$ cat config.mk
export PLATFORM = sky130hd
export DESIGN_NAME = bus_arbiter
export DESIGN_NICKNAME = d
export VERILOG_FILES = /design/src/rtl/bus_pkg.sv /design/src/rtl/bus_arbiter.sv
export SDC_FILE = /design/constraint.sdc
export NUM_CORES = 1
export LEC_CHECK = 0
export CORE_ASPECT_RATIO = 1.25
export CORE_MARGIN = 2
export CORE_UTILIZATION = 30
export CTS_BUF_LIST = sky130_fd_sc_hd__clkbuf_16
export DETAILED_ROUTE_END_ITERATION = 7
export PLACE_DENSITY = 0.88
export SYNTH_ARGS = -nofsm -noshare
export SYNTH_HDL_FRONTEND = slang
export SYNTH_SLANG_ARGS = --single-unit
$ cat constraint.sdc
create_clock -name clk -period 3.05 [get_ports clk]
set_input_delay 0.61 -clock clk [delete_from_list [all_inputs] [get_ports clk]]
set_output_delay 0.61 -clock clk [all_outputs]
set_load 0.005 [all_outputs]
$ cat src/rtl/bus_pkg.sv
// Shared definitions for the processor bus: arbiter state encoding and the
// memory map used by the top-level address decode.
package bus_pkg;

  typedef enum logic [1:0] {
    IDLE = 2'd0,
    OWN0 = 2'd1,
    OWN1 = 2'd2
  } arb_state_t;

  localparam logic [11:0] BEGINMEM     = 12'h000;
  localparam logic [11:0] ENDMEM       = 12'h1ff;
  localparam logic [11:0] BUTTONDATA   = 12'h900;
  localparam logic [11:0] BUTTONCHOICE = 12'h901;
  localparam logic [11:0] SEVENSEG     = 12'hb00;

  function automatic arb_state_t own_state(input logic idx);
    return idx ? OWN1 : OWN0;
  endfunction

endpackage

$ cat src/rtl/bus_arbiter.sv
// Two-master round-robin arbiter for the shared processor bus with a bounded
// burst length; grants come straight from registered state.
module bus_arbiter
  import bus_pkg::*;
#(
  parameter int ADDR_W    = 12,
  parameter int DATA_W    = 16,
  parameter int MAX_BURST = 4
) (
  input  logic              clk,
  input  logic              rst_n,
  input  logic              m0_req,
  input  logic              m0_we,
  input  logic [ADDR_W-1:0] m0_addr,
  input  logic [DATA_W-1:0] m0_wdata,
  output logic              m0_gnt,
  output logic [DATA_W-1:0] m0_rdata,
  input  logic              m1_req,
  input  logic              m1_we,
  input  logic [ADDR_W-1:0] m1_addr,
  input  logic [DATA_W-1:0] m1_wdata,
  output logic              m1_gnt,
  output logic [DATA_W-1:0] m1_rdata,
  output logic [ADDR_W-1:0] bus_addr,
  output logic [DATA_W-1:0] bus_wdata,
  output logic              bus_we,
  input  logic [DATA_W-1:0] bus_rdata,
  output logic              bus_owner
);

  localparam int             CW      = $clog2(MAX_BURST + 1);
  localparam logic [CW-1:0]  CNT_MAX = CW'(MAX_BURST - 1);

  arb_state_t    state, state_nxt;
  logic          last, last_nxt;
  logic [CW-1:0] cnt, cnt_nxt;
  logic          owner_nxt;
  logic [1:0]    req;
  logic          cur;
  logic          enter;
  logic          enter_idx;

  assign req = {m1_req, m0_req};
  assign cur = (state == OWN1);

  always_ff @(posedge clk or negedge rst_n) begin
    if (!rst_n) begin
      state     <= IDLE;
      last      <= 1'b1;
      cnt       <= '0;
      bus_owner <= 1'b0;
    end else begin
      state     <= state_nxt;
      last      <= last_nxt;
      cnt       <= cnt_nxt;
      bus_owner <= owner_nxt;
    end
  end

  always_comb begin
    state_nxt = state;
    last_nxt  = last;
    cnt_nxt   = cnt;
    owner_nxt = bus_owner;
    enter     = 1'b0;
    enter_idx = 1'b0;
    case (state)
      IDLE: begin
        if (req == 2'b11) begin
          enter     = 1'b1;
          enter_idx = ~last;
        end else if (req != 2'b00) begin
          enter     = 1'b1;
          enter_idx = req[1];
        end
      end
      OWN0, OWN1: begin
        if (!req[cur]) begin
          if (req[~cur]) begin
            enter     = 1'b1;
            enter_idx = ~cur;
          end else begin
            state_nxt = IDLE;
          end
        end else if (req[~cur] && cnt == CNT_MAX) begin
          // burst limit reached with the other master waiting: hand over, no gap
          enter     = 1'b1;
          enter_idx = ~cur;
        end else if (cnt != CNT_MAX) begin
          cnt_nxt = cnt + CW'(1);
        end
      end
      default: state_nxt = IDLE;
    endcase
    if (enter) begin
      state_nxt = own_state(enter_idx);
      last_nxt  = enter_idx;
      cnt_nxt   = '0;
      owner_nxt = enter_idx;
    end
  end

  assign m0_gnt = (state == OWN0);
  assign m1_gnt = (state == OWN1);

  // A granted master that has dropped req must never strobe a write.
  always_comb begin
    bus_addr  = '0;
    bus_wdata = '0;
    bus_we    = 1'b0;
    case (state)
      OWN0: begin
        bus_addr  = m0_addr;
        bus_wdata = m0_wdata;
        bus_we    = m0_we & m0_req;
      end
      OWN1: begin
        bus_addr  = m1_addr;
        bus_wdata = m1_wdata;
        bus_we    = m1_we & m1_req;
      end
      default: ;
    endcase
  end

  assign m0_rdata = bus_rdata;
  assign m1_rdata = bus_rdata;

endmodule

==> results by group, run 1 <==
Floorplan
  – Row count: 25
  – Core area: 3850 um2
  – Die area: 4600 um2
  – Die Y: 75.4 um
  – Chip width: 61.1 um
  – Num ports: 142
  – Starting density of the core: 31.8%

Worst setup path
  – WP data required: 2440 ps
  – WP data arrival: 2000 ps
  – Reg2reg path depth: 7
  – Crit. End Element: output port
  – CP max FO: 17
  – Reg2reg start: state[0]$_DFFE_PN0P_
  – Crit Path Category: reg2out
  – Worst R2R Setup Slack: 1030 ps
  – CP startpoint: state[1]$_DFFE_PN0P_
  – Worst Path Buf+Inv: 3
  – Worst path slowest cell: clkdlybuf4s50_1
  – Critical path, cell by cell: inv_1, ha_1, buf_4, a21boi_0, clkdlybuf4s50_1
  – CP peak stage delay: 550 ps
  – Worst setup SP type: register
  – Reg-to-Reg End: state[1]$_DFFE_PN0P_
  – Delay-heaviest family, CP: buffers and inverters

Global routing
  – Total gr overflow: 0
  – GRT Util Overall: 16.6%
  – Initial antenna violation count: 0
  – First-pass GRT wire length: 5.82 mm
  – Largest net degree at the start of global routing: 22
  – Vias in the first global route: 1213

Finish
  – Most frequent cells in the layout: clkdlybuf4s50_1 (93), nor2b_1 (29), a22oi_1 (28)
  – Commonest non-fill, non-tap cell in the layout: clkdlybuf4s50_1
  – Area Growth Syn to Fin: 69.7%
  – Finished Core Util: 53.9%
  – Cell Count, Final, Fillers Out: 266
  – NumNets Final: 298
  – Storage cell area: 176 um2
  – Multi-input logic area: 746 um2
  – Ratio of cells with drive above 1 in the final layout: 8.96%
  – # fillers: 362
  – Ant diodes: 0
  – Design area: 2070 um2

Clock tree
  – Post-CTS Setup Bufs: 0
  – TritonCTS Buffers: 3
  – Hold_buf cts: 0
  – CTS root buf: clkbuf_16
  – CTS resizes: 0
  – Htree depth: 1
  – Clock Path Buffers: 2
  – TritonCTS clock tree: built
  – Clock transition at path regs: 40 ps
  – Clock sink total: 7
  – Worst skew pair latency: 230 ps

Job
  – Number of max-cap violations: 0

STA
  – Setup ws final: 437 ps
  – Hold WS: 486 ps
  – Final setup fails: 0
  – Fin crit period: 2610 ps
  – Worst-Margin Slew: 421 ps
  – Max Slew Vio Count: 0
  – Fin crit share: 85.7%
  – RSZ-0062 raised after global routing: false
  – Hold Fails Final Rpt: 0
  – Fmax: 0.383 GHz
  – Skew final: 1.70 ps
  – Setup TNS: 0 ps
  – Max-slew headroom: 71.5%

Detailed routing
  – Routed wire length: 3.94 mm
  – DRT iter0 DRCs: 81
  – Vias: 1247
  – DR pass1 iterations: 4
  – DRC viols: 0
  – Vias/cell: 4.69
  – Antenna viol nets, final: 0
  – Wire per inst: 14.8 um

Min path
  – Worst hold endpoint: bus_owner$_DFFE_PN0P_
  – Worst hold start: bus_owner$_DFFE_PN0P_
  – HP Class: reg2reg
  – Hold path depth: 1

Logic synthesis
  – Yosys warnings: 0
  – Syn Area/Cell: 8.20 um2
  – Mapped Area: 1220 um2
  – Cell variety after synth: 32
  – Number of synthesized register bits: 7
  – Mapped Cells: 149
  – Synthesized net count: 234
  – Register area share after synthesis: 14.4%

Placement
  – DP Area: 2000 um2
  – Setup Slack @ Placement: 502 ps
  – I/O Buffers: 93
  – Final HPWL DP: 3.12 mm
  – Cell count after placement: 262
  – Routability cong.: 0.863

Power
  – Total power: 1.68 mW
  – Maximum ir drop on the vdd rail: 0.512 mV
  – Power Density: 809 nW/um2
  – Static Leak: 0.781 nW

Outcome
  – Outcome: completed
-- registers in the layout, indices dropped and copies added, names as in the netlist --
name,count
state,2
bus_owner,1
cnt,3
last,1
-- worst reg2reg max path: cells and delay by family, from the launching register on --
kind,cells,cell delay [ps]
adder cells (fa/ha/maj),1,180
buffers and inverters,2,390
AO/OA/AOI/OAI,3,610
flip-flops,1,390
multiplexers,1,340
-- logic make-up (layout without fill, tap and decap cells) --
logic type               after synthesis  after routing  synth area share (%)
AND/OR/NAND/NOR                       43             43                  22.9
flip-flops                             7              7                  14.4
multiplexers                           3              3                  2.87
adder cells (fa/ha/maj)                7              7                  7.16
XOR/XNOR                               1              1                 0.717
AO/OA/AOI/OAI                         42             42                  27.3
buffers and inverters                 46            109                  24.6
-- worst max path at each step --
| stage | endpoint | slack (ps) | depth (start not counted) |
|---|---|---|---|
| floorplan | bus_addr[0] | 960 | 6 |
| global placement | bus_we | 520 | 4 |
| detailed placement | bus_we | 500 | 4 |
| CTS | bus_we | 450 | 5 |
| global route | bus_addr[5] | 320 | 6 |
| finish | bus_we | 440 | 5 |
-- Yosys cell counts (all sizes together) --
library cell | instances | area, um2
nand2b | 1 | 6.26
nor2b | 29 | 181
and4b | 1 | 10.0
dfstp | 1 | 26.3
buf | 36 | 263
a31o | 1 | 8.76
o21a | 1 | 8.76
dfrtp | 6 | 150
o31ai | 1 | 12.5
a21oi | 1 | 5.00
a21boi | 1 | 7.51
nand3 | 3 | 15.0
ha | 7 | 87.6
a211oi | 3 | 40.0
nand2 | 1 | 3.75
mux2i | 2 | 20.0
o21ai | 3 | 15.0
nor2 | 5 | 18.8
xnor2 | 1 | 8.76
a2111o | 1 | 11.3
nor4b | 2 | 32.5
mux2 | 1 | 15.0
a22oi | 28 | 210
inv | 4 | 15.0
a21o | 2 | 15.0
clkbuf | 6 | 22.5
nor3b | 1 | 12.5
-- routing by layer --
layer	track usage, %	part of all wire, %
met1	18.2	38
met2	29.1	47
met3	7.13	13
met4	4.59	1.7
met5	0	0
-- cell type report --
type / count / share of cell area, %
clock buffers: 3 / 3.62
clock inverters: 1 / 0.181
inverters: 4 / 0.724
multi-input cells: 96 / 35.9
flip-flops and latches: 7 / 8.50
well taps: 54 / 3.26
repair buffers: 101 / 47.8
-- report_power, final --
part	switching [mW]	total (mW)	internal (mW)
registers	0.0285	0.170	0.142
logic	0.554	1.29	0.737
clock network	0.0464	0.217	0.170
Note: power is estimated with default switching activity, not from simulation.
==> inputs of run 2 (changes only) <==
--- a/config.mk
+++ b/config.mk
@@ -6,9 +6,9 @@
 export NUM_CORES = 1
 export LEC_CHECK = 0
 export CORE_ASPECT_RATIO = 1.25
-export CORE_MARGIN = 2
 export CORE_UTILIZATION = 30
 export CTS_BUF_LIST = sky130_fd_sc_hd__clkbuf_16
+export CTS_CLUSTER_SIZE = 25
 export DETAILED_ROUTE_END_ITERATION = 7
 export PLACE_DENSITY = 0.88
 export SYNTH_ARGS = -nofsm -noshare
==> run 2 against run 1 <==
First-iteration DRC count is 1.2% lower. Fmax down 3.7%. Worst setup slack worse by 99 ps. Final area is 0.48% lower. Routed wire length decreased by 5.9%. Sequential power is essentially flat. Global-route usage shrank 0.11 points. Non-clock buffer count is 3 lower. Core utilization is 0.26 points lower. Critical path type is now in2out. Largest cell class unchanged. Highest routed layer unchanged.
==> results by group, run 2 (synthesis gave the netlist of run 1 again) <==
Finish
  – NumNets Final: 295
  – Largest registers: cnt: 3 flops, state: 2 flops
  – # fillers: 363
  – Multi-input logic area: 746 um2
  – Most frequent cells in the layout: clkdlybuf4s50_1 (93), nor2b_1 (29), a22oi_1 (28)
  – Storage cell area: 176 um2
  – Commonest non-fill, non-tap cell in the layout: clkdlybuf4s50_1
  – Area Growth Syn to Fin: 68.9%
  – Ant diodes: 0
  – Max FFs per register: 3
  – Largest Register: cnt
  – Ratio of cells with drive above 1 in the final layout: 7.66%

Worst setup path
  – Reg-to-Reg End: state[1]$_DFFE_PN0P_
  – Crit. End Element: output port
  – Reg2reg start: state[0]$_DFFE_PN0P_
  – Worst setup SP type: primary input
  – Reg2reg path depth: 7
  – Worst R2R Setup Slack: 1070 ps
  – WP data required: 2440 ps
  – WP data arrival: 2100 ps
  – Crit Path Category: in2out
  – CP max FO: 8

STA
  – Fmax: 0.369 GHz
  – Max Slew Vio Count: 0
  – Max-slew headroom: 74.0%
  – Worst-Margin Slew: 385 ps
  – Fin crit period: 2710 ps
  – Hold Fails Final Rpt: 0
  – RSZ-0062 raised after global routing: false
  – Setup TNS: 0 ps
  – Skew final: 0.293 ps
  – Final setup fails: 0
  – Hold WS: 498 ps
  – Fin crit share: 88.9%

Clock tree
  – Clock sink total: 7
  – Worst skew pair latency: 230 ps
  – TritonCTS Buffers: 3
  – Htree depth: 1
  – TritonCTS clock tree: built
  – Post-CTS Setup Bufs: 0
  – Clock transition at path regs: 40 ps
  – Hold_buf cts: 0
  – Clock Path Buffers: 2
  – CTS resizes: 0
  – CTS root buf: clkbuf_16

Detailed routing
  – DRC viols: 0
  – DR pass1 iterations: 4
  – DRT iter0 DRCs: 80
  – Wire per inst: 14.1 um
  – Vias: 1249
  – Vias/cell: 4.75
  – Routed wire length: 3.71 mm
  – Antenna viol nets, final: 0

Global routing
  – First-pass GRT wire length: 5.61 mm
  – Vias in the first global route: 1268
  – Initial antenna violation count: 0
  – GRT Util Overall: 16.5%
  – Largest net degree at the start of global routing: 24
  – Total gr overflow: 0

Power
  – Pint: 1.07 mW
  – Net Sw Frac: 37.1%
  – Seq pwr share: 10.1%
  – Static Leak: 0.771 nW
  – Power Density: 821 nW/um2
  – Maximum ir drop on the vdd rail: 0.617 mV
  – Gate power share: 77.1%
  – Total power: 1.69 mW
  – Clock network fraction of total power: 12.8%
  – NetSw: 0.628 mW

Floorplan
  – Chip width: 59.1 um
  – Starting density of the core: 31.8%
  – Core area: 3850 um2
  – Row count: 25
  – Die Y: 73.4 um
  – Die area: 4340 um2
  – Num ports: 142

Placement
  – Final HPWL DP: 2.98 mm
  – Routability cong.: 0.799
  – I/O Buffers: 93

Min path
  – Hold path depth: 1
  – Worst hold start: bus_owner$_DFFE_PN0P_
  – Worst hold endpoint: bus_owner$_DFFE_PN0P_
  – HP Class: reg2reg

Job
  – Number of max-cap violations: 0

Outcome
  – Outcome: completed
[run 2: area by class of cell]
| class | count | share of cell area [%] |
|---|---|---|
| Clock buffer | 3 | 3.64 |
| Clock inverter | 1 | 0.182 |
| Inverter | 4 | 0.727 |
| Multi-Input combinational cell | 96 | 36.1 |
| Sequential cell | 7 | 8.55 |
| Tap cell | 54 | 3.27 |
| Timing Repair Buffer | 98 | 47.5 |
[run 2: per-layer routing]
metal	global-route usage (%)	wire length (um)
met4	6.61	115
met2	31.2	1810
met5	0	0
met3	4.93	405
met1	16.5	1380
[run 2: worst max path at each step]
stage	start	end	slack, ps	cells after the start
2_1_floorplan	state[1]$_DFFE_PN0P_	bus_addr[0]	960	6
3_3_place_gp	m0_req	bus_we	400	4
3_5_place_dp	m0_req	bus_we	330	4
4_1_cts	m0_req	bus_we	330	4
5_1_grt	state[1]$_DFFE_PN0P_	bus_addr[2]	200	5
6_report	m0_req	bus_we	340	4
[run 2: stage by stage]
stage | setup WS [ps] | std cells | util (%) | cell area, um2
floorplan | 965 | 149 | - | 1220
global placement | 402 | 259 | 51.6 | 1990
detailed placement | 334 | 259 | 51.6 | 1990
CTS | 331 | 263 | 53.7 | 2060
global route | 202 | 263 | 53.7 | 2060
finish | 337 | 263 | 53.7 | 2060
[run 2: power by group through the flow]
stage | combinational [mW] | sequential (mW) | clock (mW)
final | 1.31 | 0.171 | 0.217
after detailed placement | 1.31 | 0.173 | 0
after CTS | 1.32 | 0.171 | 0.222
after global routing | 1.42 | 0.175 | 0.226
after floorplan | 0.761 | 0.166 | 0
after global placement | 1.30 | 0.172 | 0
[run 2: critical path: stages]
cell	delay (ps)
clkdlybuf4s50_1	650
nand3_1	120
a21boi_0	190
clkdlybuf4s50_1	530
==> inputs of run 3 (changes only) <==
--- a/config.mk
+++ b/config.mk
@@ -6,6 +6,7 @@
 export NUM_CORES = 1
 export LEC_CHECK = 0
 export CORE_ASPECT_RATIO = 1.25
+export CORE_MARGIN = 5
 export CORE_UTILIZATION = 30
 export CTS_BUF_LIST = sky130_fd_sc_hd__clkbuf_16
 export CTS_CLUSTER_SIZE = 25
==> run 3 against run 2 <==
Core utilization fell by 1.8 points. Critical path depth rose by 1. Final cell count rose by 1.9%. Worst setup slack improved by 83 ps. Routed wire length rose by 14%. Combinational power barely moved. Register-to-register slack improved by 50 ps. Non-clock buffer count rose by 3. Clock skew barely moved. Highest routed layer is now met5. Clock power barely moved. Global-route usage fell by 1.5 points.
==> results by group, run 3 (synthesis gave the netlist of run 1 again) <==
Outcome
  – Outcome: completed

Finish
  – Commonest non-fill, non-tap cell in the layout: clkdlybuf4s50_1
  – Ant diodes: 0
  – Largest Register: cnt
  – Area Growth Syn to Fin: 69.9%
  – Most frequent cells in the layout: clkdlybuf4s50_1 (93), nor2b_1 (29), a22oi_1 (28)
  – # fillers: 391
  – Ratio of cells with drive above 1 in the final layout: 8.96%
  – Max FFs per register: 3
  – Largest registers: cnt: 3 flops, state: 2 flops
  – NumNets Final: 298

Power
  – Maximum ir drop on the vdd rail: 0.584 mV
  – Static Leak: 0.781 nW
  – Power Density: 810 nW/um2
  – Seq pwr share: 10.1%
  – Clock network fraction of total power: 12.9%
  – Pint: 1.05 mW
  – NetSw: 0.632 mW
  – Total power: 1.68 mW
  – Net Sw Frac: 37.5%
  – Gate power share: 77.0%

Worst setup path
  – Worst setup SP type: register
  – Crit Path Category: reg2out
  – CP startpoint: state[0]$_DFFE_PN0P_
  – WP data required: 2440 ps
  – CP max FO: 8
  – Crit. End Element: output port
  – WP data arrival: 2020 ps
  – Reg2reg start: state[0]$_DFFE_PN0P_

Clock tree
  – Htree depth: 1
  – Post-CTS Setup Bufs: 0
  – CTS resizes: 0
  – Clock Path Buffers: 2
  – Worst skew pair latency: 230 ps
  – CTS root buf: clkbuf_16
  – TritonCTS clock tree: built
  – Clock sink total: 7
  – TritonCTS Buffers: 3
  – Hold_buf cts: 0
  – Clock transition at path regs: 40 ps

STA
  – Max Slew Vio Count: 0
  – RSZ-0062 raised after global routing: false
  – Setup TNS: 0 ps
  – Max-slew headroom: 72.4%
  – Setup ws final: 420 ps
  – Fmax: 0.380 GHz
  – Worst-Margin Slew: 408 ps
  – Final setup fails: 0
  – Fin crit period: 2630 ps
  – Hold Fails Final Rpt: 0
  – Skew final: 0.279 ps
  – Fin crit share: 86.2%

Placement
  – Setup Slack @ Placement: 495 ps
  – I/O Buffers: 93
  – Routability cong.: 0.855
  – Final HPWL DP: 3.47 mm

Detailed routing
  – Antenna viol nets, final: 0
  – DRT iter0 DRCs: 94
  – Routed wire length: 4.22 mm
  – Wire per inst: 15.8 um
  – Vias/cell: 4.78
  – DRC viols: 0
  – Vias: 1280
  – DR pass1 iterations: 4

Floorplan
  – Row count: 26
  – Chip width: 67.1 um
  – Num ports: 142
  – Die Y: 81.4 um
  – Die area: 5460 um2
  – Core area: 4000 um2
  – Starting density of the core: 30.6%

Global routing
  – Vias in the first global route: 1288
  – Largest net degree at the start of global routing: 28
  – GRT Util Overall: 15.0%
  – First-pass GRT wire length: 6.31 mm
  – Total gr overflow: 0
  – Initial antenna violation count: 1

Min path
  – Worst hold start: bus_owner$_DFFE_PN0P_
  – HP Class: reg2reg

Job
  – Number of max-cap violations: 0
## run 3: worst paths after layout
kind | end | slack (ps) | depth (start not counted)
worst max-delay path | bus_we | 420 | 5
worst min-delay path | bus_owner$_DFFE_PN0P_ | 500 | 1
worst max register to register | state[1]$_DFFE_PN0P_ | 1120 | 7
worst min register to register | bus_owner$_DFFE_PN0P_ | 500 | 1
max in group asynchronous | last$_DFFE_PN1P_ | 2130 | 1
min in group asynchronous | bus_owner$_DFFE_PN0P_ | 640 | 1
## run 3: critical path: stages, from the launching register on
cell,delay [ps]
dfrtp_1,390
inv_1,130
ha_1,400
nand3_1,120
a21boi_0,170
clkdlybuf4s50_1,580
## run 3: through the flow
| step | instance area, um2 | std cells | util, % | hold WS, ps |
|---|---|---|---|---|
| detailed placement | 2000 | 264 | 49.9 | 489 |
| floorplan | 1220 | 149 | - | 314 |
| finish | 2080 | 268 | 51.9 | 497 |
| global placement | 2000 | 264 | 49.9 | 476 |
| CTS | 2080 | 268 | 51.9 | 504 |
| global route | 2080 | 268 | 51.9 | 531 |
## run 3: layer usage
layer	share of wire, %	wire, um	up-vias	GRT usage [%]
met3	16	696	20	8.58
li1	-	-	619	-
met5	0.26	11	-	0
met4	3.8	161	2	6.09
met1	33	1410	573	15.3
met2	46	1940	66	25.1
## run 3: power groups by stage
stage          Clock, mW  Sequential, mW  Combinational, mW
6_report           0.217           0.171               1.30
5_1_grt            0.225           0.179               1.43
4_1_cts            0.221           0.171               1.31
3_5_place_dp           0           0.173               1.31
3_3_place_gp           0           0.170               1.29
2_1_floorplan          0           0.166              0.761
## run 3: area by class of cell
type	count	area, um2	area share, %
clock buffers	3	75.1	3.61
clock inverters	1	3.75	0.181
inverters	4	15.0	0.723
multi-input cells	96	746	35.9
flip-flops and latches	7	176	8.49
well taps	56	70.1	3.37
repair buffers	101	991	47.7
